==> config.mk <==
export PLATFORM = sky130hd
export DESIGN_NAME = iter_exec_unit
export DESIGN_NICKNAME = d
export VERILOG_FILES = /design/src/rtl/iter_exec_unit.sv
export SDC_FILE = /design/constraint.sdc
export NUM_CORES = 1
export LEC_CHECK = 0
export BUFFER_PORTS_ARGS = -buffer_cell sky130_fd_sc_hd__buf_2
export CORE_ASPECT_RATIO = 1.2
export CORE_MARGIN = 5
export CORE_UTILIZATION = 55
export DETAILED_ROUTE_END_ITERATION = 10
export PLACE_DENSITY = 0.83
export SLEW_MARGIN = 0
export SYNTH_ARGS = -nofsm -noshare
export SYNTH_HDL_FRONTEND = slang
export SYNTH_SLANG_ARGS = --single-unit
export TNS_END_PERCENT = 5
==> constraint.sdc <==
create_clock -name clk_i -period 9 [get_ports clk_i]
set_input_delay 1.8 -clock clk_i [delete_from_list [all_inputs] [get_ports clk_i]]
set_output_delay 1.8 -clock clk_i [all_outputs]
set_load 0.05 [all_outputs]
==> src/rtl/iter_exec_unit.sv <==
// Multi-cycle execute stage: one-cycle ALU/lui results, iterative one-bit-per-cycle shifts
// behind a start/busy/done handshake.
module iter_exec_unit #(
  parameter int DATA_W = 32
) (
  input  logic              clk_i,
  input  logic              rst_n,
  input  logic              start_i,
  input  logic [3:0]        ALU_operation_i,
  input  logic [1:0]        FURslt_i,
  input  logic [DATA_W-1:0] src1_i,
  input  logic [DATA_W-1:0] src2_i,
  input  logic [4:0]        shamt_i,
  output logic              busy_o,
  output logic              done_o,
  output logic [DATA_W-1:0] result_o,
  output logic              zero_o,
  output logic              overflow_o
);

  typedef enum logic [1:0] {IDLE, RUN, DONE} state_t;

  state_t                   state;
  logic        [3:0]        op_q;
  logic        [1:0]        fur_q;
  logic signed [DATA_W-1:0] a_q;
  logic signed [DATA_W-1:0] b_q;
  logic        [DATA_W-1:0] sh_q;
  logic        [4:0]        cnt_q;
  logic        [4:0]        cnt_load;
  logic                     accept;
  logic        [DATA_W-1:0] res_d;
  logic                     ovf_d;

  function automatic logic [DATA_W-1:0] alu_result(input logic [3:0] op,
                                                   input logic signed [DATA_W-1:0] a,
                                                   input logic signed [DATA_W-1:0] b);
    case (op)
      4'b0000:          return a & b;
      4'b0001:          return a | b;
      4'b0010:          return a + b;
      4'b0110:          return a - b;
      4'b1100:          return ~(a | b);
      4'b0111, 4'b1000: return {{(DATA_W-1){1'b0}}, (a < b)};
      default:          return '0;
    endcase
  endfunction

  function automatic logic add_ovf(input logic [DATA_W-1:0] a, input logic [DATA_W-1:0] b,
                                   input logic [DATA_W-1:0] s);
    return (a[DATA_W-1] == b[DATA_W-1]) && (s[DATA_W-1] != a[DATA_W-1]);
  endfunction

  function automatic logic sub_ovf(input logic [DATA_W-1:0] a, input logic [DATA_W-1:0] b,
                                   input logic [DATA_W-1:0] d);
    return (a[DATA_W-1] != b[DATA_W-1]) && (d[DATA_W-1] != a[DATA_W-1]);
  endfunction

  assign accept = rst_n && (state == IDLE) && start_i;

  // Only the four real shift codes get a nonzero iteration count.
  always_comb begin
    cnt_load = '0;
    if (FURslt_i == 2'b01) begin
      if (ALU_operation_i[3:1] == 3'b000)      cnt_load = shamt_i;
      else if (ALU_operation_i[3:1] == 3'b001) cnt_load = src1_i[4:0];
    end
  end

  always_comb begin
    res_d = '0;
    ovf_d = 1'b0;
    case (fur_q)
      2'b00: begin
        res_d = alu_result(op_q, a_q, b_q);
        if (op_q == 4'b0010)      ovf_d = add_ovf(a_q, b_q, res_d);
        else if (op_q == 4'b0110) ovf_d = sub_ovf(a_q, b_q, res_d);
      end
      2'b01:   res_d = (op_q[3:2] == 2'b00) ? sh_q : '0;
      2'b10:   res_d = {b_q[15:0], {(DATA_W-16){1'b0}}};
      default: res_d = '0;
    endcase
  end

  // Operand capture: no reset needed, only read after an accept.
  always_ff @(posedge clk_i) begin
    if (accept) begin
      op_q  <= ALU_operation_i;
      fur_q <= FURslt_i;
      a_q   <= src1_i;
      b_q   <= src2_i;
    end
  end

  always_ff @(posedge clk_i) begin
    if (!rst_n) begin
      state      <= IDLE;
      busy_o     <= 1'b0;
      done_o     <= 1'b0;
      result_o   <= '0;
      zero_o     <= 1'b1;
      overflow_o <= 1'b0;
      cnt_q      <= '0;
      sh_q       <= '0;
    end else begin
      case (state)
        IDLE: begin
          done_o <= 1'b0;
          if (start_i) begin
            state  <= RUN;
            busy_o <= 1'b1;
            cnt_q  <= cnt_load;
            sh_q   <= src2_i;
          end
        end
        RUN: begin
          if (cnt_q != '0) begin
            sh_q  <= op_q[0] ? (sh_q >> 1) : (sh_q << 1);
            cnt_q <= cnt_q - 5'd1;
          end else begin
            result_o   <= res_d;
            zero_o     <= (res_d == '0);
            overflow_o <= ovf_d;
            busy_o     <= 1'b0;
            done_o     <= 1'b1;
            state      <= DONE;
          end
        end
        DONE: begin
          done_o <= 1'b0;
          state  <= IDLE;
        end
        default: begin
          state  <= IDLE;
          busy_o <= 1'b0;
          done_o <= 1'b0;
        end
      endcase
    end
  end

endmodule

==> qor.json <==
{
  "postCtsResizedCells": {"value": 0},
  "setup_tns": {"value": 0, "unit": "ns"},
  "synth-warning-count": {"value": 0},
  "timing.critical_path.fanout_max": {"value": 15},
  "layout-drive-gt1-share": {"value": 13.49, "unit": "%"},
  "ys_seq_elements": {"value": 145},
  "dr_vias": {"value": 11900},
  "max-cap-violations": {"value": 0},
  "groute.usage.overall": {"value": 35.39, "unit": "%"},
  "gp_congestion": {"value": 1.162},
  "cts_tree": {"value": "built"},
  "rr_endpoint": {"value": "zero_o$_SDFFE_PN1P_"},
  "floorplan.rows": {"value": 58},
  "finalClockSkew": {"value": 0.01597, "unit": "ns"},
  "globalRoute.totalOverflow": {"value": 0},
  "post-route-period-util": {"value": 54.26, "unit": "%"},
  "async_flop_share": {"value": 0, "unit": "%"},
  "logic_depth_of_the_worst_register_to_register_path": {"value": 13},
  "setup.reg_to_reg.worst_slack": {"value": 4.12, "unit": "ns"},
  "worst_setup_path_end_kind": {"value": "flip-flop"},
  "start_util": {"value": 55.54, "unit": "%"},
  "layout_common_cells": {"value": "sky130_fd_sc_hd__nand2_1 (165), sky130_fd_sc_hd__nor2_1 (129), sky130_fd_sc_hd__a21oi_1 (126)"},
  "gr-usage-met2": {"value": 55.91, "unit": "%"},
  "core_region_area": {"value": 0.02090, "unit": "mm^2"},
  "layout_overhead_on_the_synthesized_area": {"value": 11.47, "unit": "%"},
  "finalSetupViolCount": {"value": 0},
  "numPortBuffers": {"value": 113},
  "yosysUniqueCellTypes": {"value": 90},
  "drt-wirelength-per-cell": {"value": 24.62, "unit": "um"},
  "die_w": {"value": 142.6, "unit": "um"},
  "main_flop_type_after_synthesis": {"value": "sky130_fd_sc_hd__dfxtp_1"},
  "clock_pin_slew_reported_for_the_worst_setup_and_hold_paths_after_clock_tree_synthesis": {"value": 0.08, "unit": "ns"},
  "endpoint": {"value": "zero_o$_SDFFE_PN1P_"},
  "cts-htree-levels": {"value": 4},
  "seq_area_frac_synth": {"value": 31.04, "unit": "%"},
  "tritoncts_num_sinks": {"value": 145},
  "ios": {"value": 114},
  "fin_cells": {"value": 1760},
  "die_height": {"value": 169.1, "unit": "um"},
  "mappedNetlistNets": {"value": 1601},
  "clock.fmax": {"value": 0.2048, "unit": "GHz"},
  "detail_route.vias_per_cell": {"value": 6.760},
  "worst-endpoint-arrival": {"value": 5.24, "unit": "ns"},
  "number_of_antenna_violations_at_the_first_check_in_global_routing": {"value": 0},
  "rr_startpoint": {"value": "b_q[5]$_DFFE_PP_"},
  "result_of_the_run": {"value": "complete, no violations"},
  "cts_setup_buffers": {"value": 0},
  "maxSlewHeadroom": {"value": 22.25, "unit": "%"},
  "final_max_slew_viol_count": {"value": 0},
  "hp-class": {"value": "flip-flop to flip-flop"},
  "synth_enable_flop_cells": {"value": 70},
  "critPathKind": {"value": "flip-flop to flip-flop"},
  "n_antenna_cell": {"value": 0},
  "dr.pass1.iters": {"value": 6},
  "synth.avg_cell_area": {"value": 8.203, "unit": "um^2"},
  "cts_hold_buf": {"value": 0},
  "final_common_cell": {"value": "sky130_fd_sc_hd__nand2_1"},
  "mappedNetlistArea": {"value": 0.01161, "unit": "mm^2"},
  "period_needed": {"value": 4.884, "unit": "ns"},
  "grt_use_met1": {"value": 44.08, "unit": "%"},
  "largest_net_degree_at_the_start_of_global_routing": {"value": 73},
  "met3_usage": {"value": 7.384, "unit": "%"},
  "worstMarginPinSlew": {"value": 1.160, "unit": "ns"},
  "post-route-drc-count": {"value": 0},
  "first_iter_violations": {"value": 1492},
  "max-vdd-ir-drop": {"value": 0.1484, "unit": "mV"},
  "dpl.hpwl": {"value": 32320, "unit": "um"},
  "route.final.wire_length": {"value": 43330, "unit": "um"},
  "cts-root-buf": {"value": "sky130_fd_sc_hd__clkbuf_16"},
  "final_stage_net_count": {"value": 1663},
  "worst_setup_path_start_kind": {"value": "flip-flop"},
  "p_per_area": {"value": 189.2, "unit": "mW/mm^2"},
  "syn_inst": {"value": 1415},
  "deepest_clock_path_buffer_count": {"value": 2},
  "rsz0062_at_grt": {"value": "false"},
  "grt_first_pass_wirelength": {"value": 66280, "unit": "um"},
  "grt_pass1_vias": {"value": 11540},
  "cellLeakagePower": {"value": 5.346, "unit": "nW"},
  "clock_insertion_delay_worst_skew": {"value": 0.45, "unit": "ns"},
  "ant_nets": {"value": 0},
  "crit_path_start": {"value": "b_q[5]$_DFFE_PP_"},
  "top_usage_layer": {"value": "met2"},
  "hold_viol": {"value": 0},
  "tritoncts.num_buffers": {"value": 17},
  "die_area": {"value": 0.02412, "unit": "mm^2"},
  "cp_data_required_time": {"value": 9.36, "unit": "ns"},
  "post-place-cells": {"value": 1728}
}
critical path, stage by stage, from the launching register on:
cell and delay (ns):
sky130_fd_sc_hd__edfxtp_1 0.50, sky130_fd_sc_hd__inv_1 0.11, sky130_fd_sc_hd__ha_1 0.49, sky130_fd_sc_hd__nor2_1 0.31, sky130_fd_sc_hd__nand3_1 0.19, sky130_fd_sc_hd__a2111oi_2 0.70, sky130_fd_sc_hd__nor3_2 0.18, sky130_fd_sc_hd__a21oi_1 0.22
sky130_fd_sc_hd__mux2i_1 0.21, sky130_fd_sc_hd__o211ai_1 0.18, sky130_fd_sc_hd__a222oi_1 0.85, sky130_fd_sc_hd__nand3_1 0.15, sky130_fd_sc_hd__or4_1 0.55, sky130_fd_sc_hd__o31ai_2 0.18
synthesized netlist by cell type, types with 5 or more instances:
cell	instances	area, um^2
sky130_fd_sc_hd__nor2_1	129	484.2
sky130_fd_sc_hd__xnor2_1	18	157.7
sky130_fd_sc_hd__nor3_1	35	175.2
sky130_fd_sc_hd__a211oi_1	26	195.2
sky130_fd_sc_hd__o21bai_1	7	52.55
sky130_fd_sc_hd__o31ai_1	14	105.1
sky130_fd_sc_hd__nand2b_1	9	56.30
sky130_fd_sc_hd__o221ai_1	6	52.55
sky130_fd_sc_hd__o211ai_1	49	367.9
sky130_fd_sc_hd__and3_1	6	37.54
sky130_fd_sc_hd__a21o_1	11	82.58
sky130_fd_sc_hd__a31oi_1	17	106.4
sky130_fd_sc_hd__nand2_1	165	619.3
sky130_fd_sc_hd__a21oi_1	126	630.6
sky130_fd_sc_hd__o32ai_1	5	43.79
sky130_fd_sc_hd__mux2i_1	42	420.4
sky130_fd_sc_hd__dfxtp_1	75	1501
sky130_fd_sc_hd__nor4b_1	5	43.79
sky130_fd_sc_hd__and4_1	5	43.79
sky130_fd_sc_hd__o21ai_0	53	265.3
sky130_fd_sc_hd__nor2b_1	18	112.6
sky130_fd_sc_hd__edfxtp_1	70	2102
sky130_fd_sc_hd__a22o_1	6	52.55
sky130_fd_sc_hd__nor4_1	12	75.07
sky130_fd_sc_hd__a221o_1	7	70.07
sky130_fd_sc_hd__nand3_1	26	130.1
sky130_fd_sc_hd__and2_1	6	37.54
sky130_fd_sc_hd__clkbuf_1	59	221.5
sky130_fd_sc_hd__buf_1	12	45.04
sky130_fd_sc_hd__nor3b_1	5	37.54
sky130_fd_sc_hd__a22oi_1	27	202.7
sky130_fd_sc_hd__or3_1	7	43.79
sky130_fd_sc_hd__buf_2	15	75.07
sky130_fd_sc_hd__ha_1	106	1326
sky130_fd_sc_hd__inv_1	95	356.6
sky130_fd_sc_hd__o2111ai_1	9	78.83
sky130_fd_sc_hd__nand4_1	8	50.05
sky130_fd_sc_hd__a221oi_1	18	157.7
how the worst min path moves through the flow:
stage | startpoint | cells after the start | to | slack [ns]
after floorplan | sh_q[13]$_SDFFE_PN0P_ | 2 | sh_q[13]$_SDFFE_PN0P_ | 0.46
after CTS | result_o[9]$_SDFFE_PN0P_ | 2 | result_o[9]$_SDFFE_PN0P_ | 0.46
after global routing | result_o[29]$_SDFFE_PN0P_ | 2 | result_o[29]$_SDFFE_PN0P_ | 0.50
after detailed placement | result_o[9]$_SDFFE_PN0P_ | 2 | result_o[9]$_SDFFE_PN0P_ | 0.45
after global placement | result_o[14]$_SDFFE_PN0P_ | 2 | result_o[14]$_SDFFE_PN0P_ | 0.45
final | result_o[9]$_SDFFE_PN0P_ | 2 | result_o[9]$_SDFFE_PN0P_ | 0.47
metal layers:
layer	wire, um	up-vias
met5	0	-
met3	4346	210
met4	3289	0
met1	16240	5548
met2	19450	796
li1	-	5343
where the power goes:
group / internal [mW] / switching (mW)
clock network: 0.378 / 0.368
logic: 0.271 / 0.563
registers: 0.777 / 0.0913
flip-flops by register name (all words and copies together), names as in the netlist:
register and cells:
fur_q 2, done_o 1, zero_o 1, a_q 32, sh_q 32, state 2
op_q 4, overflow_o 1, cnt_q 5, busy_o 1, result_o 32, b_q 32
stage by stage:
| step | cell area (um^2) | setup slack (ns) | hold WS [ns] | utilization (%) | total power, mW |
|---|---|---|---|---|---|
| 2_1_floorplan | 11610 | 1.777 | 0.4567 | - | 1.442 |
| 4_1_cts | 12940 | 4.340 | 0.4643 | 61.91 | 2.430 |
| 3_3_place_gp | 12330 | 4.289 | 0.4501 | 59.02 | 1.683 |
| 3_5_place_dp | 12330 | 4.378 | 0.4545 | 59.02 | 1.690 |
| 6_report | 12940 | 4.116 | 0.4671 | 61.91 | 2.448 |
| 5_1_grt | 12940 | 3.982 | 0.5041 | 61.91 | 2.554 |
cell type report:
type / count / area [um^2]
clock buffers: 17 / 425.4
inverters: 97 / 364.1
multi-input cells: 1083 / 7313
clock inverters: 15 / 178.9
repair buffers: 133 / 715.7
fillers: 1845 / 7961
flip-flops and latches: 145 / 3603
well taps: 270 / 337.8
kinds of logic (layout without fill, tap and decap cells):
logic type / count (synthesis) / in the layout / share of synthesized area (%)
muxes: 42 / 42 / 3.622
DFF: 145 / 145 / 31.04
adders and majority gates: 108 / 108 / 11.77
buffers and inverters: 187 / 262 / 6.403
and+or+nand+nor: 454 / 454 / 18.15
AOI/OAI and AO/OA: 458 / 458 / 27.42
xor gates and xnor gates: 21 / 21 / 1.585
No activity file was read; power rests on OpenSTA's default activity.
